**config.mk**
```make
export PLATFORM = sky130hd
export DESIGN_NAME = usb_pkt_logger
export DESIGN_NICKNAME = d
export VERILOG_FILES = /design/src/rtl/usb_pkt_logger.sv
export SDC_FILE = /design/constraint.sdc
export NUM_CORES = 1
export LEC_CHECK = 0
export BUFFER_PORTS_ARGS = -buffer_cell sky130_fd_sc_hd__buf_4
export CAP_MARGIN = 20
export CORE_MARGIN = 10
export CORE_UTILIZATION = 65
export CTS_BUF_LIST = sky130_fd_sc_hd__clkbuf_4 sky130_fd_sc_hd__clkbuf_8
export DETAILED_ROUTE_END_ITERATION = 8
export PLACE_DENSITY = 0.83
export SLEW_MARGIN = 20
export SYNTH_ARGS = -nofsm -noshare
export SYNTH_HDL_FRONTEND = slang
export SYNTH_SLANG_ARGS = --single-unit
```
**constraint.sdc**
```tcl
create_clock -name clk -period 3.5 [get_ports clk]
set_input_delay 0.35 -clock clk [delete_from_list [all_inputs] [get_ports clk]]
set_output_delay 0.35 -clock clk [all_outputs]
set_load 0.03 [all_outputs]
```
**src/rtl/usb_pkt_logger.sv**
```systemverilog
// ----------------------------------------------------------------------------
// usb_pkt_logger
//   Captures one received USB packet at a time into a payload buffer and
//   replays it as a compact byte-stream record on a valid/ready output:
//     [TS0 TS1] HDR LEN [TOK0 TOK1 | payload bytes]
//   HDR = {valid_packet, overflow, 2'b00, pid}, LEN = captured byte count.
//   Packets that start while a record is still draining are dropped and
//   counted (saturating).
//
//   Optional feature: define USB_PKT_LOGGER_TIMESTAMP_EN to add a 16-bit
//   free-running cycle counter, latched at pkt_start, emitted as TS0/TS1
//   ahead of HDR.
//
// Ports
//   clk           system clock (receiver clock domain)
//   reset         asynchronous active-low reset
//   pkt_start     single-cycle start-of-packet strobe
//   pkt_end       single-cycle end-of-packet strobe
//   pid           4-bit PID, sampled at pkt_end
//   frame_num     11-bit token frame/address field, sampled at pkt_end
//   valid_packet  receiver's packet-OK flag, sampled at pkt_end
//   rx_data_put   received-byte strobe
//   rx_data       received byte
//   out_data      record byte
//   out_valid     record byte valid
//   out_ready     downstream accepts record byte
//   drop_count    saturating count of packets dropped while busy
// ----------------------------------------------------------------------------
module usb_pkt_logger #(
    parameter int DEPTH = 64
) (
    input  logic        clk,
    input  logic        reset,
    input  logic        pkt_start,
    input  logic        pkt_end,
    input  logic [3:0]  pid,
    input  logic [10:0] frame_num,
    input  logic        valid_packet,
    input  logic        rx_data_put,
    input  logic [7:0]  rx_data,
    output logic [7:0]  out_data,
    output logic        out_valid,
    input  logic        out_ready,
    output logic [7:0]  drop_count
);
    localparam int AW = $clog2(DEPTH);
    localparam int CW = AW + 1;   // count spans 0..DEPTH inclusive

    localparam logic [3:0] S_IDLE    = 4'd0;
    localparam logic [3:0] S_CAPTURE = 4'd1;
    localparam logic [3:0] S_HDR     = 4'd2;
    localparam logic [3:0] S_LEN     = 4'd3;
    localparam logic [3:0] S_TOK0    = 4'd6;
    localparam logic [3:0] S_TOK1    = 4'd7;
    localparam logic [3:0] S_PAYLOAD = 4'd8;
`ifdef USB_PKT_LOGGER_TIMESTAMP_EN
    localparam logic [3:0] S_TS0     = 4'd4;
    localparam logic [3:0] S_TS1     = 4'd5;
    localparam logic [3:0] S_FIRST   = S_TS0;
`else
    localparam logic [3:0] S_FIRST   = S_HDR;
`endif

    logic [3:0]    state_q, state_d;
    logic [CW-1:0] wr_ptr_q, wr_ptr_d;
    logic [CW-1:0] rd_ptr_q, rd_ptr_d;
    logic          ovf_q, ovf_d;
    logic [3:0]    pid_q, pid_d;
    logic [10:0]   frame_q, frame_d;
    logic          vld_q, vld_d;
    logic [7:0]    drop_q, drop_d;
    logic          mem_we;
    logic          accept;
    logic [8:0]    cnt_ext;
    logic [7:0]    len_byte;
    logic          hdr_ovf;

    logic [7:0]    mem [DEPTH];

`ifdef USB_PKT_LOGGER_TIMESTAMP_EN
    logic [15:0]   ts_cnt_q, ts_cnt_d;
    logic [15:0]   ts_q, ts_d;
`endif

    // A full DEPTH=256 buffer cannot be expressed in one LEN byte; it is
    // reported as 8'hFF and flagged as overflow.
    assign cnt_ext  = 9'(wr_ptr_q);
    assign len_byte = cnt_ext[8] ? 8'hFF : cnt_ext[7:0];
    assign hdr_ovf  = ovf_q | cnt_ext[8];
    assign accept   = out_valid & out_ready;
    assign drop_count = drop_q;

    always_comb begin
        state_d  = state_q;
        wr_ptr_d = wr_ptr_q;
        rd_ptr_d = rd_ptr_q;
        ovf_d    = ovf_q;
        pid_d    = pid_q;
        frame_d  = frame_q;
        vld_d    = vld_q;
        drop_d   = drop_q;
        mem_we   = 1'b0;
`ifdef USB_PKT_LOGGER_TIMESTAMP_EN
        ts_cnt_d = ts_cnt_q + 16'd1;
        ts_d     = ts_q;
`endif
        case (state_q)
            S_IDLE, S_CAPTURE: begin
                if (pkt_start) begin
                    // A new start always wins: any partial capture is thrown away.
                    state_d  = S_CAPTURE;
                    wr_ptr_d = '0;
                    ovf_d    = 1'b0;
`ifdef USB_PKT_LOGGER_TIMESTAMP_EN
                    ts_d     = ts_cnt_q;
`endif
                end else if (state_q == S_CAPTURE) begin
                    if (rx_data_put) begin
                        if (wr_ptr_q < CW'(DEPTH)) begin
                            mem_we   = 1'b1;
                            wr_ptr_d = wr_ptr_q + CW'(1);
                        end else begin
                            ovf_d = 1'b1;
                        end
                    end
                    // wr_ptr/ovf stay frozen after this point and serve as
                    // the latched count/overflow for the record.
                    if (pkt_end) begin
                        pid_d    = pid;
                        frame_d  = frame_num;
                        vld_d    = valid_packet;
                        rd_ptr_d = '0;
                        state_d  = S_FIRST;
                    end
                end
            end
            default: begin
                if (pkt_start && drop_q != 8'hFF)
                    drop_d = drop_q + 8'd1;
                if (accept) begin
                    case (state_q)
`ifdef USB_PKT_LOGGER_TIMESTAMP_EN
                        S_TS0: state_d = S_TS1;
                        S_TS1: state_d = S_HDR;
`endif
                        S_HDR: state_d = S_LEN;
                        S_LEN: begin
                            case (pid_q[1:0])
                                2'b01:   state_d = S_TOK0;
                                2'b11:   state_d = (wr_ptr_q != '0) ? S_PAYLOAD : S_IDLE;
                                default: state_d = S_IDLE;
                            endcase
                        end
                        S_TOK0: state_d = S_TOK1;
                        S_TOK1: state_d = S_IDLE;
                        S_PAYLOAD: begin
                            if (rd_ptr_q == wr_ptr_q - CW'(1))
                                state_d = S_IDLE;
                            else
                                rd_ptr_d = rd_ptr_q + CW'(1);
                        end
                        default: state_d = S_IDLE;
                    endcase
                end
            end
        endcase
    end

    // Output byte is a pure function of state and latched fields, so it is
    // naturally stable while the consumer stalls.
    always_comb begin
        out_valid = 1'b1;
        out_data  = 8'h00;
        case (state_q)
`ifdef USB_PKT_LOGGER_TIMESTAMP_EN
            S_TS0:     out_data = ts_q[7:0];
            S_TS1:     out_data = ts_q[15:8];
`endif
            S_HDR:     out_data = {vld_q, hdr_ovf, 2'b00, pid_q};
            S_LEN:     out_data = len_byte;
            S_TOK0:    out_data = frame_q[7:0];
            S_TOK1:    out_data = {5'b0, frame_q[10:8]};
            S_PAYLOAD: out_data = mem[rd_ptr_q[AW-1:0]];
            default:   out_valid = 1'b0;
        endcase
    end

    always_ff @(posedge clk or negedge reset) begin
        if (!reset) begin
            state_q  <= S_IDLE;
            wr_ptr_q <= '0;
            rd_ptr_q <= '0;
            ovf_q    <= 1'b0;
            pid_q    <= '0;
            frame_q  <= '0;
            vld_q    <= 1'b0;
            drop_q   <= '0;
        end else begin
            state_q  <= state_d;
            wr_ptr_q <= wr_ptr_d;
            rd_ptr_q <= rd_ptr_d;
            ovf_q    <= ovf_d;
            pid_q    <= pid_d;
            frame_q  <= frame_d;
            vld_q    <= vld_d;
            drop_q   <= drop_d;
        end
    end

`ifdef USB_PKT_LOGGER_TIMESTAMP_EN
    always_ff @(posedge clk or negedge reset) begin
        if (!reset) begin
            ts_cnt_q <= '0;
            ts_q     <= '0;
        end else begin
            ts_cnt_q <= ts_cnt_d;
            ts_q     <= ts_d;
        end
    end
`endif

    // Buffer contents survive reset; only the pointers are cleared.
    always_ff @(posedge clk) begin
        if (mem_we)
            mem[wr_ptr_q[AW-1:0]] <= rx_data;
    end

endmodule

```
==> impl_metrics.toml, run 1 <==
[die]
die_x_um = 205
die-area_sq_mm = 0.0422
num_rows = 67
start_util_pct = 66.3
coreArea_sq_mm = 0.0337
fp.dieH_um = 205
pin_count = 47

[final_layout]
finalNetCount = 1468
drive_gt1_share_pct = 34.0
final_area_sq_mm = 0.0266
regArea_sq_mm = 0.0165
area_delta_synth_final_pct = 18.8
diodes = 0
multi_input_area_sq_mm = 0.00580
fill_cells = 1581

[synth]
ys_types = 63
synth_ff_type = "edfxtp_1"
synth_nets = 1230
synth_commonest_cells = "edfxtp_1, mux4_2, nor2_1, mux2i_1, dfrtp_1"
synth_edf_count = 512
ys_ff_latch = 555
synth_cells = 1195
synth.area.top_cells = "edfxtp_1, mux4_2, dfrtp_1"
synth_warnings = 0
async_reset_ff_share_pct = 7.75
synth.most_common_cell = "edfxtp_1"
synth_top_area_share_pct = 68.8
synth_area_per_cell_sq_um = 18.7
ys_seq_area_share_pct = 73.6
syn_area_sq_mm = 0.0224
yosys.area.top_type = "edfxtp_1"

[grt]
grt_max_degree = 65
antenna_found_initial = 1
grt_usage_pct = 28.1
overflow = 0
grt_pass1_wl_um = 86600
grt_pass1_vias = 13300

[clock_network]
clkTransAtPathRegs_ns = 0.06
cts_tree = "yes"
cts_sinks = 555
cts-buffers-inserted = 84
h-tree-depth = 3
clock_latency_ns = 0.66
clockBufferDepth = 3
cts-root-buf = "clkbuf_8"

[timing]
fin_crit_sh_pct = 107
tightestPinTransition_ns = 1.08
slew_violations = 0
fmax_mhz = 267
fin_skew_ns = 0.0331
setup_viol = 7
finalWorstPathRequiredPeriod_ns = 3.74
hold_viol = 0
relSlewSlack_pct = 28.1
rsz0062_at_grt = "true"
fin_ws_ns = -0.243

[route]
drt_wl_total_um = 60700
wl_met3_um = 7780
ant_nets = 0
wire_per_inst_um = 31.3
vias_per_cell = 7.00
drc = 0
dr_total_vias = 13600
wl_met2_um = 28900
wl_met1_um = 20600
top_layer_used = "met4"
dr.pass1.iters = 6
drt_iter0_drc = 2134

[placement]
globalplace.congestion = 0.917
placed_area_sq_mm = 0.0237
hpwl_um = 30900
port_buffers = 46

[worst_setup_path]
startpoint_type = "flip-flop"
critPathArrivalTime_ns = 3.39
r2r_setup_slack_ns = 0.17
rr_endpoint = "mem[58][5]"
critical_path_peak_fanout = 21
cp.required_ns = 3.15
rr_startpoint = "state_q[1]"
path_class = "reg -> out"
reg2reg_depth = 5
endpoint_kind = "output port"

[power]
finalPower_mw = 17.3
ir_drop_v = 0.000484
powerDensity_mw_per_mm2 = 653
power.leakage_nw = 8.82

[worst_hold_path]
whs_path_depth = 3
hp-class = "in -> reg"
min_to = "rd_ptr_q[3]"
hp-start = "out_ready"

[outcome]
violations = "negative setup slack"
outcome = "finished with violations"

[flow_run]
maxCapViolations = 0
==> layer usage <==
layer | vias up | track usage, %
met2 | 1284 | 44.0
met5 | - | 0
met3 | 265 | 6.92
met1 | 6706 | 37.1
met4 | 0 | 12.7
li1 | 5321 | -
==> per-stage QoR <==
stage / setup slack [ns] / std cells / TNS, ns / util [%] / hold slack, ns
finish: -0.243 / 1940 / -0.823 / 78.8 / 0.0780
global route: -0.231 / 1940 / -1.19 / 78.8 / 0.0588
CTS: -0.0257 / 1915 / -0.0467 / 77.5 / 0.0196
detailed placement: 0.364 / 1725 / 0 / 70.4 / 0.381
global placement: 0.397 / 1725 / 0 / 70.4 / 0.381
floorplan: 0.824 / 1195 / 0 / - / 0.0544
==> critical path: stages, from the launching register on <==
cell and delay (ns):
dfrtp_1 1.05, buf_4 0.48, o221ai_1 0.26, a211oi_2 0.32, nor3_2 0.11, a221o_1 0.30, buf_4 0.18
==> what timing repair did <==
item                       4_1_cts  5_1_grt
hold endpoints to repair        60        0
pin swaps                       10       13
gates cloned                     5        4
setup endpoints to repair        8        8
setup buffers                   22       21
hold buffers                    18        0
resized for setup               50       43
==> report_power, final <==
group | switching (mW) | internal [mW]
Clock | 2.55 | 2.74
Sequential | 0.246 | 7.44
Combinational | 2.15 | 2.20
Total | 4.95 | 12.4
==> sequential cells by signal, summed over array words and instances, names as in the netlist <==
name and flops:
drop_count 8, pid_q 4, state_q 4, rd_ptr_q 7, vld_q 1, hdr_ovf 1, frame_q 11, mem 512
wr_ptr_q 7
==> area by class of cell <==
type	instances	area share (%)
tap	448	2.11
clock inverter	38	1.01
multi-input combinational	564	21.8
inverter	7	0.0989
sequential	555	62.0
clock buffer	107	5.05
timing repair buffer	221	7.91
==> cell usage in the layout (no fill, tap or decap), types with 10 or more instances in the layout <==
| cell type | n |
|---|---|
| clkbuf_4 | 21 |
| nand3_1 | 14 |
| nor2_1 | 89 |
| a211oi_2 | 12 |
| buf_16 | 10 |
| o22ai_1 | 17 |
| dfrtp_1 | 41 |
| edfxtp_1 | 512 |
| xor2_1 | 10 |
| nand2_1 | 37 |
| mux2i_1 | 65 |
| xnor2_1 | 10 |
| o221ai_1 | 14 |
| clkbuf_8 | 86 |
| dlygate4sd3_1 | 18 |
| mux4_2 | 100 |
| a22oi_1 | 11 |
| clkinv_1 | 21 |
| buf_4 | 174 |
| mux2_2 | 16 |
==> worst max-delay path by stage <==
stage	from	to	cells past startpoint
floorplan	rd_ptr_q[0]	out_data[0]	8
global placement	rd_ptr_q[1]	out_data[6]	8
detailed placement	rd_ptr_q[1]	out_data[4]	7
CTS	rd_ptr_q[0]	out_data[4]	9
global route	rd_ptr_q[0]	out_data[5]	11
finish	rd_ptr_q[4]	out_data[7]	6
==> kinds of logic (layout without fill, tap and decap cells) <==
logic type                 Yosys count  after routing  synth area share (%)
xor gates and xnor gates            20             20                 0.784
buffers and inverters               76            373                  1.88
DFF                                555            555                  73.6
adders and majority gates            5              5                 0.280
and+or+nand+nor                    201            201                  4.32
muxes                              201            201                  14.7
AOI/OAI and AO/OA                  137            137                  4.39
(Power assumes the default switching activity.)
==> run 2, diff against run 1 <==
==> constraint.sdc (replaced) <==
create_clock -name clk -period 3.5 [get_ports clk]
set_input_delay 0.35 -clock clk [delete_from_list [all_inputs] [get_ports clk]]
set_output_delay 0.35 -clock clk [all_outputs]
set_load 0.1 [all_outputs]
==> impl_metrics.toml, run 2 (synthesis results as in run 1) <==
[grt]
use_met1_pct = 37.2
busiest_layer = "met2"
grt_max_degree = 65
gr-usage-met3_pct = 8.26
antenna_found_initial = 2
overflow = 0
globalRouteMet2Util_pct = 46.2
grt_pass1_vias = 13600
grt_usage_pct = 29.0
grt_pass1_wl_um = 89200

[timing]
finalWorstPathRequiredPeriod_ns = 3.70
rsz0062_at_grt = "true"
setup_tns_ns = -0.662
setup_viol = 7
hold_slack_ns = 0.0717
fmax_mhz = 270
fin_crit_sh_pct = 106
fin_skew_ns = 0.0387
slew_violations = 0
fin_ws_ns = -0.200
tightestPinTransition_ns = 0.819
relSlewSlack_pct = 44.9
hold_viol = 0

[power]
power_switching_mw = 5.22
pwr-share-clk_pct = 30.6
combPwrFrac_pct = 26.3
p_int_mw = 12.6
switching_share_pct = 29.3
powerDensity_mw_per_mm2 = 668
power.leakage_nw = 8.85
seq_power_share_pct = 43.0
ir_drop_v = 0.000672

[route]
ant_nets = 0
dr.pass1.iters = 6
dr_total_vias = 13500
vias_per_cell = 6.97
wire_per_inst_um = 31.6
drt_wl_total_um = 61200
drt_iter0_drc = 2057
drc = 0

[final_layout]
area_delta_synth_final_pct = 19.3
multi_input_area_sq_mm = 0.00578
regArea_sq_mm = 0.0165
finalNetCount = 1457
largest_reg_flops = 512
diodes = 0
drive_gt1_share_pct = 34.0
final_common_cell = "edfxtp_1"
layout_common_cells = "edfxtp_1, buf_4, mux4_2"
fill_cells = 1507
postLayoutCoreUtil_pct = 79.1

[outcome]
outcome = "finished with violations"
violations = "negative setup slack"

[die]
die_x_um = 205
coreArea_sq_mm = 0.0337
start_util_pct = 66.3
pin_count = 47
num_rows = 67
fp.dieH_um = 205
die-area_sq_mm = 0.0422

[flow_run]
maxCapViolations = 0

[worst_setup_path]
r2r_setup_slack_ns = 0.29
endpoint_kind = "output port"
startpoint_type = "flip-flop"
path_class = "reg -> out"
critPathArrivalTime_ns = 3.35
cp.required_ns = 3.15
critical_path_peak_fanout = 6

[clock_network]
h-tree-depth = 3
cts_tree = "yes"
cts-root-buf = "clkbuf_8"
cts_sinks = 555
clockBufferDepth = 3
cts-buffers-inserted = 83
clock_latency_ns = 0.65
clkTransAtPathRegs_ns = 0.07

[placement]
globalplace.congestion = 0.927
port_buffers = 46
hpwl_um = 32900

[worst_hold_path]
hp-class = "in -> reg"
-- run 2: critical path, cell delays in order, from the launching register on --
cell      delay, ns
dfrtp_4        0.51
buf_12         0.20
mux4_2         0.53
a22o_4         0.30
a211oi_4       0.37
a21oi_2        0.09
a22oi_2        0.30
o21ai_2        0.17
buf_12         0.21
-- run 2: repair_timing --
item | 4_1_cts | 5_1_grt
gates cloned | 8 | 1
resized for setup | 86 | 29
pin swaps | 16 | 11
endpoints found under the setup margin | 8 | 8
endpoints found under the hold margin | 60 | 0
setup buffers | 12 | 15
hold buffers | 18 | 0
-- run 2: cell type report --
type | instances | area share (%)
timing repair buffer | 211 | 7.99
inverter | 7 | 0.0986
multi-input combinational | 564 | 21.7
tap | 448 | 2.10
clock buffer | 122 | 5.52
clock inverter | 28 | 0.849
sequential | 555 | 61.7
-- run 2: per-layer routing --
layer	share of wire, %	wire (um)
met3	13	8090
met2	48	29600
met4	4.9	3020
met5	0.036	22
met1	33	20400
-- run 2: worst paths after layout --
kind | to | startpoint | cells after the start
setup / recovery | out_data[3] | rd_ptr_q[0] | 8
hold / removal | rd_ptr_q[5] | out_ready | 3
setup reg to reg | mem[23][0] | state_q[3] | 7
hold reg to reg | drop_count[5] | drop_count[5] | 1
max in group asynchronous | rd_ptr_q[1] | reset | 2
min in group asynchronous | rd_ptr_q[0] | reset | 2
-- run 2: metrics by stage --
step	instances	cell area (sq um)	worst slack (ns)	total power, mW
after floorplan	1195	22400	0.0686	10.5
after global placement	1733	23800	0.410	11.3
after detailed placement	1733	23800	0.310	11.4
after CTS	1921	26400	-0.0450	17.5
after global routing	1935	26700	-0.229	18.3
final	1935	26700	-0.200	17.8
-- run 2: power groups by stage --
stage | Clock, mW | Sequential, mW | Combinational [mW]
5_1_grt | 5.77 | 7.67 | 4.87
6_report | 5.46 | 7.67 | 4.69
2_1_floorplan | 0 | 7.90 | 2.57
3_3_place_gp | 0 | 7.77 | 3.54
4_1_cts | 5.40 | 7.66 | 4.42
3_5_place_dp | 0 | 7.78 | 3.63
==> run 3, diff against run 2 <==
MAX_ROUTING_LAYER = met4   (was unset)
==> impl_metrics.toml, run 3 (synthesis results as in run 1) <==
[outcome]
outcome = "finished with violations"
violations = "negative setup slack"

[clock_network]
h-tree-depth = 3
clock_latency_ns = 0.65
clockBufferDepth = 3
cts-root-buf = "clkbuf_8"
cts_tree = "yes"
cts_sinks = 555
clkTransAtPathRegs_ns = 0.07
cts-buffers-inserted = 83

[die]
die-area_sq_mm = 0.0422
start_util_pct = 66.3
coreArea_sq_mm = 0.0337
pin_count = 47
fp.dieH_um = 205
die_x_um = 205
num_rows = 67

[power]
power.leakage_nw = 8.83
ir_drop_v = 0.000672
powerDensity_mw_per_mm2 = 670

[worst_hold_path]
min_to = "rd_ptr_q[2]"
hp-start = "out_ready"
whs_path_depth = 3
hp-class = "in -> reg"

[route]
ant_nets = 0
drt_wl_total_um = 62700
dr.pass1.iters = 7
vias_per_cell = 6.99
dr_total_vias = 13500
drc = 0
drt_iter0_drc = 2343
wire_per_inst_um = 32.4

[timing]
relSlewSlack_pct = 45.2
fin_crit_sh_pct = 109
slew_violations = 0
fin_skew_ns = 0.0374
tightestPinTransition_ns = 0.821
fin_ws_ns = -0.315
hold_viol = 0
setup_tns_ns = -0.923
finalWorstPathRequiredPeriod_ns = 3.81
rsz0062_at_grt = "true"
fmax_mhz = 262
setup_viol = 8
hold_slack_ns = 0.0832

[final_layout]
finalNetCount = 1453
layout_common_cells = "edfxtp_1, buf_4, mux4_2"
fill_cells = 1502
drive_gt1_share_pct = 34.3
area_delta_synth_final_pct = 19.2
final_area_sq_mm = 0.0266
largest_reg_flops = 512
final_common_cell = "edfxtp_1"

[placement]
placed_area_sq_mm = 0.0238
globalplace.congestion = 0.942
place_ws_ns = 0.310
hpwl_um = 32900
port_buffers = 46

[worst_setup_path]
r2r_setup_slack_ns = 0.24
rr_startpoint = "state_q[3]"
critPathTopFamily = "compound AO/OA/AOI/OAI gates"
rr_endpoint = "mem[15][5]"
crit_chain = "buf_12, mux4_2, a22o_4, a211oi_4, a21oi_2, a22oi_2, o21ai_2, buf_8"
timing.critical_path.buf_inv = 2
cp.required_ns = 3.15
endpoint_kind = "output port"
path_class = "reg -> out"
critical_path_peak_fanout = 6
cp_slowest_cell = "mux4_2"
critPathArrivalTime_ns = 3.46
startpoint_type = "flip-flop"
cp_slowest_stage_delay_ns = 0.56
reg2reg_depth = 7

[grt]
grt_max_degree = 65
grt_pass1_vias = 13700
grt_pass1_wl_um = 89000
grt_usage_pct = 29.8
overflow = 0
antenna_found_initial = 2

[flow_run]
maxCapViolations = 0
[run 3: cell types whose count changed in the layout (fill, tap and decap cells not counted), moves of 2 or more]
| cell | before | now |
|---|---|---|
| mux2i_1 | 72 | 70 |
| o21ai_2 | 5 | 8 |
| buf_6 | 8 | 4 |
| a21oi_1 | 10 | 8 |
| diode_2 | 0 | 2 |
| o21ai_1 | 6 | 2 |
| a21oi_2 | 4 | 6 |
[run 3: metrics by stage]
stage	utilization, %	power (mW)	instances
after global routing	79.1	18.3	1933
after global placement	70.6	11.3	1733
after detailed placement	70.6	11.4	1733
after CTS	78.4	17.5	1921
after floorplan	-	10.5	1195
final	79.1	17.8	1933
[run 3: cell type report]
type	count	area [sq um]	share of cell area, %
Antenna cell	2	5.00	0.0188
Clock buffer	122	1470	5.53
Clock inverter	28	226	0.850
Inverter	7	26.3	0.0986
Multi-Input combinational cell	564	5830	21.9
Sequential cell	555	16500	61.8
Tap cell	448	561	2.10
Timing Repair Buffer	207	2060	7.74
[run 3: repair_timing]
action,4_1_cts,5_1_grt
resized for setup,86,34
pin swaps,16,16
cloned,8,0
setup endpoints to repair,8,8
hold buffers,18,0
endpoints found under the hold margin,60,0
setup buffers,12,11
[run 3: how the worst max path moves through the flow]
stage | cells after the start | endpoint | slack, ns | from
2_1_floorplan | 10 | out_data[5] | 0.07 | rd_ptr_q[0]
3_3_place_gp | 7 | out_data[4] | 0.41 | rd_ptr_q[0]
3_5_place_dp | 8 | out_data[2] | 0.31 | rd_ptr_q[0]
4_1_cts | 9 | out_data[7] | -0.05 | rd_ptr_q[0]
5_1_grt | 8 | out_data[3] | -0.28 | rd_ptr_q[0]
6_report | 8 | out_data[3] | -0.31 | rd_ptr_q[0]
[run 3: report_power, final]
| group | leakage, nW | switching (mW) | total [mW] | internal (mW) |
|---|---|---|---|---|
| Clock | 0.891 | 2.48 | 5.46 | 2.99 |
| Combinational | 2.79 | 2.56 | 4.71 | 2.15 |
| Sequential | 5.14 | 0.225 | 7.67 | 7.44 |
| Total | 8.83 | 5.26 | 17.8 | 12.6 |
[run 3: tightest hold or removal path: stages]
cell and delay, ns:
buf_4 0.14, nand3_1 0.10, mux2i_1 0.09
[run 3: routing by layer]
| layer | share of wire (%) | vias to the layer above | GRT usage [%] |
|---|---|---|---|
| met5 | 0 | - | - |
| met4 | 5.8 | 0 | 12.8 |
| met3 | 13 | 303 | 8.49 |
| met2 | 48 | 1264 | 45.9 |
| met1 | 33 | 6656 | 36.9 |
| li1 | - | 5284 | - |
